<file path="config.mk">
export PLATFORM = sky130hd
export DESIGN_NAME = gin_feeder
export DESIGN_NICKNAME = d
export VERILOG_FILES = /design/src/rtl/gin_pkg.sv /design/src/rtl/gin_fifo.sv /design/src/rtl/gin_feeder.sv
export SDC_FILE = /design/constraint.sdc
export NUM_CORES = 1
export LEC_CHECK = 0
export CAP_MARGIN = 20
export CELL_PAD_IN_SITES_DETAIL_PLACEMENT = 0
export CELL_PAD_IN_SITES_GLOBAL_PLACEMENT = 1
export CORE_MARGIN = 1.5
export CORE_UTILIZATION = 43
export DETAILED_ROUTE_END_ITERATION = 12
export PLACE_DENSITY_LB_ADDON = 0.1
export SKIP_CTS_REPAIR_TIMING = 1
export SLEW_MARGIN = 25
export SYNTH_ARGS = -nofsm -noshare
export SYNTH_HDL_FRONTEND = slang
export SYNTH_HIERARCHICAL = 1
export SYNTH_SLANG_ARGS = --single-unit
</file>
<file path="constraint.sdc">
create_clock -name clk -period 2.9 [get_ports clk]
set_clock_uncertainty 0.15 [all_clocks]
set_input_delay 0.58 -clock clk [delete_from_list [all_inputs] [get_ports clk]]
set_output_delay 0.58 -clock clk [all_outputs]
set_load 0.01 [all_outputs]
</file>
<file path="src/rtl/gin_pkg.sv">
// Shared definitions for the global input network: feeder FSM states,
// default bus widths and a constant-foldable clog2.
package gin_pkg;

  typedef enum logic [1:0] {
    ST_IDLE    = 2'd0,
    ST_PROGRAM = 2'd1,
    ST_STREAM  = 2'd2
  } gin_state_e;

  localparam int GIN_BITWIDTH   = 16;
  localparam int GIN_TAG_LENGTH = 4;

  function automatic int clog2(input int v);
    int r;
    for (r = 0; (1 << r) < v; r++) begin
    end
    return r;
  endfunction

endpackage

</file>
<file path="src/rtl/gin_fifo.sv">
// Synchronous FIFO of packed {tag, value} words with full/empty/count.
// DEPTH must be a power of two so the pointers wrap for free.
module gin_fifo
  import gin_pkg::*;
#(
  parameter int W     = 20,
  parameter int DEPTH = 4,
  localparam int AW   = clog2(DEPTH)
) (
  input  logic          clk,
  input  logic          rst,
  input  logic          push,
  input  logic [W-1:0]  wdata,
  input  logic          pop,
  output logic [W-1:0]  rdata,
  output logic          full,
  output logic          empty,
  output logic [AW:0]   count
);

  logic [DEPTH-1:0][W-1:0] mem;
  logic [AW-1:0]           wr_ptr, rd_ptr;
  logic                    do_push, do_pop;

  assign full    = (count == (AW+1)'(DEPTH));
  assign empty   = (count == '0);
  assign do_push = push && !full;
  assign do_pop  = pop && !empty;
  assign rdata   = mem[rd_ptr];

  always_ff @(posedge clk or posedge rst) begin
    if (rst) begin
      mem    <= '0;
      wr_ptr <= '0;
      rd_ptr <= '0;
      count  <= '0;
    end else begin
      if (do_push) begin
        mem[wr_ptr] <= wdata;
        wr_ptr      <= wr_ptr + 1'b1;
      end
      if (do_pop) rd_ptr <= rd_ptr + 1'b1;
      count <= count + (AW+1)'(do_push) - (AW+1)'(do_pop);
    end
  end

endmodule

</file>
<file path="src/rtl/gin_feeder.sv">
// Producer side of gin_bus: runs the scan-chain tag programming pass and
// streams tagged words from a small FIFO onto the bus with ready handshake.
module gin_feeder
  import gin_pkg::*;
#(
  parameter int BITWIDTH        = GIN_BITWIDTH,
  parameter int TAG_LENGTH      = GIN_TAG_LENGTH,
  parameter int NUM_CONTROLLERS = 10,
  parameter int FIFO_DEPTH      = 4
) (
  input  logic                  clk,
  input  logic                  rst,
  input  logic                  cfg_start,
  input  logic                  cfg_valid,
  input  logic [TAG_LENGTH-1:0] cfg_tag,
  output logic                  cfg_ready,
  output logic                  cfg_done,
  input  logic                  in_valid,
  input  logic [TAG_LENGTH-1:0] in_tag,
  input  logic [BITWIDTH-1:0]   in_value,
  output logic                  in_ready,
  // `program` is a reserved word, hence the suffix on the bus strobe
  output logic                  program_en,
  output logic [TAG_LENGTH-1:0] scan_tag_out,
  output logic                  gin_enable,
  output logic [TAG_LENGTH-1:0] gin_tag,
  output logic [BITWIDTH-1:0]   gin_value,
  input  logic                  gin_ready,
  output logic                  busy
);

  localparam int CW = clog2(NUM_CONTROLLERS + 1);
  localparam int AW = clog2(FIFO_DEPTH);
  localparam int EW = TAG_LENGTH + BITWIDTH;

  typedef struct packed {
    logic [TAG_LENGTH-1:0] tag;
    logic [BITWIDTH-1:0]   value;
  } entry_t;

  gin_state_e    state, state_nxt;
  logic [CW-1:0] prog_cnt;
  logic          cfg_acc, last_tag;
  logic          push, pop, full, empty;
  logic [AW:0]   count;
  entry_t        head, wr_entry;

  assign cfg_ready = (state == ST_PROGRAM);
  assign cfg_acc   = cfg_valid && cfg_ready;
  assign last_tag  = cfg_acc && (prog_cnt == CW'(NUM_CONTROLLERS - 1));
  assign busy      = (state != ST_IDLE);

  // cfg_start wins over a same-cycle word in IDLE, so refuse the word
  assign in_ready   = !full && ((state == ST_STREAM) || (state == ST_IDLE && !cfg_start));
  assign push       = in_valid && in_ready;
  assign gin_enable = (state == ST_STREAM) && !empty;
  assign pop        = gin_enable && gin_ready;
  assign gin_tag    = gin_enable ? head.tag   : '0;
  assign gin_value  = gin_enable ? head.value : '0;
  assign wr_entry   = '{tag: in_tag, value: in_value};

  gin_fifo #(.W(EW), .DEPTH(FIFO_DEPTH)) u_fifo (
    .clk   (clk),
    .rst   (rst),
    .push  (push),
    .wdata (wr_entry),
    .pop   (pop),
    .rdata (head),
    .full  (full),
    .empty (empty),
    .count (count)
  );

  always_comb begin
    state_nxt = state;
    case (state)
      ST_IDLE:    if (cfg_start) state_nxt = ST_PROGRAM;
                  else if (push) state_nxt = ST_STREAM;
      ST_PROGRAM: if (last_tag) state_nxt = ST_IDLE;
      ST_STREAM:  if (pop && !push && count == (AW+1)'(1)) state_nxt = ST_IDLE;
      default:    state_nxt = ST_IDLE;
    endcase
  end

  always_ff @(posedge clk or posedge rst) begin
    if (rst) begin
      state        <= ST_IDLE;
      prog_cnt     <= '0;
      program_en   <= 1'b0;
      scan_tag_out <= '0;
      cfg_done     <= 1'b0;
    end else begin
      state      <= state_nxt;
      program_en <= cfg_acc;
      cfg_done   <= last_tag;
      if (cfg_acc) scan_tag_out <= cfg_tag;
      if (state == ST_IDLE && cfg_start) prog_cnt <= '0;
      else if (cfg_acc)                  prog_cnt <= prog_cnt + 1'b1;
    end
  end

endmodule

</file>
# Word-level counts from Yosys, hierarchy flattened
# Index checks and enable logic that the tools add are counted.
# totals
input_bits	30
ff_bits	99
word_cells	65
# classes
eq_ne	8
magnitude_cmp	3
addsub	5
n_reduce_logical	23
muxes	14
# ops
op	count
$bwmux W80	1
$bmux W20 S2	1
$demux W20 S2	1
$mux W20	2
$mux W16	1
$logic_and A1 B1 Y1	13
$mux W4	3
$mux W2	4
$lt A2 B3 Y1 const B	2
$pmux W2 S3	1
$add A2 B1 Y2 const B	2
$add A4 B1 Y4 const B	1
$eq A4 B4 Y1 const B	1
$logic_not A1 Y1	4
$ne A2 B1 Y1 const B	2
$reduce_bool A2 Y1	2
$add A3 B1 Y3	1
$eq A3 B1 Y1 const B	1
$eq A3 B3 Y1 const B	1
$logic_not A3 Y1	1
$ne A3 B3 Y1 const B	1
$reduce_and A3 Y1	1
$sub A3 B1 Y3	1
$eq A2 B1 Y1 const B	1
4 further kinds	4

# Logic depth before layout (Yosys ltp)
# depth
word_depth	10
mapped_depth	12
mapped_depth_nobuf	12

# Modules after synthesis
# The synthesis kept the hierarchy.
# modules_own_cells
module	cells_per_inst	n_inst	area_per_inst_um2	seq_area_each_um2
gin_fifo	228	1	4261.6	2177.1
gin_feeder	83	1	728.2	300.3

# Worst setup path after synthesis
# Ideal clock, no wire load.
# synth_path
path_kind	reg-to-reg
start	register u_fifo.count[2]
end	register u_fifo.count[2]
path_buffers	0
t_required_ns	2.623
path_stages_with_launch	13
slack_ns	0.030
period_less_slack_ns	2.870
arrival_ns	2.594
path_cell_list	dfrtp_1 -> or3b_4 -> inv_1 -> a211oi_1 -> and2_1 -> nand2_1 -> ha_1 -> inv_1 -> ha_1 -> inv_1 -> fa_1 -> xnor2_1 -> xnor2_1
# synth_between
elab_chain_cells	7
# synth_rtl
element	line_no	rtl
start: declaration	gin_fifo.sv:18	output logic [AW:0] count
start signal: assignment	gin_fifo.sv:43	count <= count + (AW+1)'(do_push) - (AW+1)'(do_pop);
$eq A3 B3 Y1	gin_fifo.sv:25	assign full = (count == (AW+1)'(DEPTH));
named net full	gin_feeder.sv:44	logic push, pop, full, empty;
$logic_not A1 Y1	gin_feeder.sv:54	assign in_ready = !full && ((state == ST_STREAM) || (state == ST_IDLE && !cfg_start));
$logic_and A1 B1 Y1	gin_feeder.sv:54	
named net in_ready	gin_feeder.sv:21	output logic in_ready,
$logic_and A1 B1 Y1	gin_feeder.sv:55	assign push = in_valid && in_ready;
named net push	gin_feeder.sv:44	
$logic_and A1 B1 Y1	gin_fifo.sv:27	assign do_push = push && !full;
$add A3 B1 Y3	gin_fifo.sv:43	
$sub A3 B1 Y3	gin_fifo.sv:43	
# The timed path passes the listed nets, and every way through them passes these cells.
# A chain may end at the register's enable or synchronous reset.

==> reports/qor.csv <==
stage;metric;value;unit
routing;drt_iter0_drc;123;
finish;num-fill-cells;978;
floorplan;die_h;110.7;µm
worst_setup_path;cp_slowest_cell;mux4_2;
yosys;synth_top_area_frac;0.4965;
cts;cts_buffers;9;
floorplan;row_count;39;
cts;cts_tree;yes;
finish;final_cell_area;6267;µm²
routing;vias_per_cell;5.002;
timing;finalCritPeriodShare;0.9753;
routing;dr.pass1.iters;4;
routing;avgRoutedWirePerCell;18.03;µm
routing;ant_nets;0;
timing;finalCriticalPeriod;2.828;ns
cts;clk_latency;0.34;ns
cts;clk_transition_reported_paths;0.07;ns
min_path;hp-start;scan_tag_out[0];
worst_setup_path;cp_max_fo;5;
floorplan;core_area;11370;µm²
routing;drc;0;
min_path;hold_depth;2;
pwr;ir_worst_vdd;567.2;µV
finish;layout_common_cells;dfrtp_1, mux2_4, clkdlybuf4s50_1;
pwr;p_leak;2.982;nW
yosys;synth_warnings;6;
cts;h-tree-depth;3;
pwr;powerDensity;753.5;nW/µm²
global_routing;antenna_found_initial;0;
place;portBuffers;59;
yosys;ys_ff_latch;99;
routing;vias;2701;
flow_run;drv_cap;0;
timing;hold_viol;0;
worst_setup_path;startpoint;u_fifo/rd_ptr[0];
floorplan;dieArea;12260;µm²
cts;clockBufferDepth;2;
timing;tightest_slew;0.4724;ns
yosys;syn_inst;311;
worst_setup_path;worstSetupPathType;reg2out;
place;dp_hpwl;5857;µm
finish;fin_nets;431;
global_routing;grt_use_total;0.1710;
floorplan;ios;60;
finish;final_common_cell;dfrtp_1;
global_routing;grt_pass1_vias;2940;
timing;max_freq;0.3536;GHz
yosys;syn-cell-area;4990;µm²
worst_setup_path;reg2reg_depth;12;
worst_setup_path;cp_cell_sequence;buf_6 > mux4_2 > and2_1 > clkdlybuf4s50_1;
timing;setup_tns;0;ns
worst_setup_path;critPathLaunchType;flop;
worst_setup_path;required;2.17;ns
yosys;synth_nets;350;
place;place_area;5774;µm²
global_routing;grt_pass1_wl;16260;µm
min_path;hp-class;reg2reg;
timing;finalSetupViolCount;0;
cts;cts_sinks;99;
timing;max_slew_margin;0.6850;
floorplan;die_x;110.7;µm
timing;setup_ws;0.07176;ns
worst_setup_path;arrival;2.10;ns
global_routing;grt_overflow;0;
finish;num_antenna_cells;0;
worst_setup_path;slowest_delay;0.49;ns
yosys;ys_types;35;
yosys;avgSynthCellArea;16.04;µm²
worst_setup_path;cp_top_family;buffers and inverters;
run_status;status;completed;
yosys;yosysTopAreaCell;dfrtp_1;
finish;final_util;0.5512;
cts;clockRootBuffer;clkbuf_16;
global_routing;grt_max_degree;88;
routing;routed_wl;9737;µm
yosys;seq_area_frac_synth;0.4965;
finish;area_growth;25.60;%
worst_setup_path;crit_buf_inv;2;
timing;finalMaxSlewViolations;0;
worst_setup_path;r2r_end;u_fifo/count[2];
place;dp_slack;-0.1305;ns
yosys;synth_area_leaders;dfrtp_1, mux2_4, mux4_2;
worst_setup_path;rrSetupSlack;0.19;ns
place;gp_congestion;0.7202;
min_path;hold_end;scan_tag_out[0];
worst_setup_path;r2r-start;u_fifo/count[2];
worst_setup_path;cp-end-kind;output port;
finish;drive_gt1_frac;0.4030;
floorplan;start_util;0.4389;
-- layer usage --
layer	part of all wire	wire length, µm	vias up	global-route usage
met5	0	0	-	0
met4	0.014	136	0	0.05385
met3	0.032	310	10	0.04265
met2	0.45	4368	41	0.2428
met1	0.51	4921	1391	0.2577
li1	-	-	1259	-
-- area by class of cell --
cell class / count / area, µm² / share of cell area
flip-flops and latches: 99 / 2482 / 0.3961
multi-input cells: 185 / 2280 / 0.3637
repair buffers: 85 / 942.2 / 0.1503
clock buffers: 11 / 252.7 / 0.04033
well taps: 143 / 178.9 / 0.02855
clock inverters: 5 / 82.58 / 0.01318
inverters: 12 / 48.80 / 0.007786
-- state kept, by name (all words and copies together) (netlist names) --
register / count
u_fifo/count: 3
state: 2
prog_cnt: 4
program_en: 1
cfg_done: 1
u_fifo/mem: 80
u_fifo/rd_ptr: 2
u_fifo/wr_ptr: 2
scan_tag_out: 4
-- through the flow --
step                power, W  hold WS [ns]  instances
global route        0.004995        0.3691        540
global placement    0.003314        0.3111        515
CTS                 0.004726        0.3324        531
detailed placement  0.003350        0.3153        515
floorplan           0.003029        0.2947        311
finish              0.004722        0.3282        540
-- worst reg2reg max path, delay by kind of cell, from the launching register on --
family	cells	cell delay, ns
simple gates	3	0.56
compound gates	1	0.21
flops	1	0.44
fa+ha+maj	3	0.79
xor+xnor	2	0.27
buf+inv	3	0.17
-- worst max path at each step --
stage | slack (ns) | to | depth (start not counted)
global route | -0.001 | gin_value[15] | 4
global placement | -0.05 | u_fifo/count[2] | 11
detailed placement | -0.13 | u_fifo/count[2] | 11
finish | 0.07 | gin_value[15] | 4
CTS | -0.16 | gin_tag[3] | 5
floorplan | 0.03 | u_fifo/count[2] | 12
-- logic make-up after synthesis --
family	synth area share
XOR/XNOR	0.01229
adder cells (fa/ha/maj)	0.02407
AND/OR/NAND/NOR	0.07472
multiplexers	0.3332
buffers and inverters	0.04990
AO/OA/AOI/OAI	0.009277
flip-flops	0.4965
-- synth_stat cells (all sizes together) --
cell	n
buf	13
and3	4
inv	12
nand4b	1
ha	8
or3	1
or2	1
dfrtp	99
xnor2	5
o21ai	1
a21oi	2
nor4	1
or3b	1
fa	1
nor2b	2
xor2	2
a211oi	2
nand3	1
nor2	6
nand2	15
o31a	1
mux4	20
o22ai	1
nand3b	3
nor3	3
mux2	81
clkbuf	2
and2	22
-- report_power, final --
| part | switching, W | total, W | leakage, nW | internal [W] |
|---|---|---|---|---|
| Sequential | 0.000288 | 0.00211 | 1.31 | 0.00182 |
| Clock | 0.000531 | 0.00134 | 0.166 | 0.000807 |
| Combinational | 0.000384 | 0.00128 | 1.50 | 0.000892 |
| Total | 0.00120 | 0.00472 | 2.98 | 0.00352 |
(Power assumes the default switching activity.)
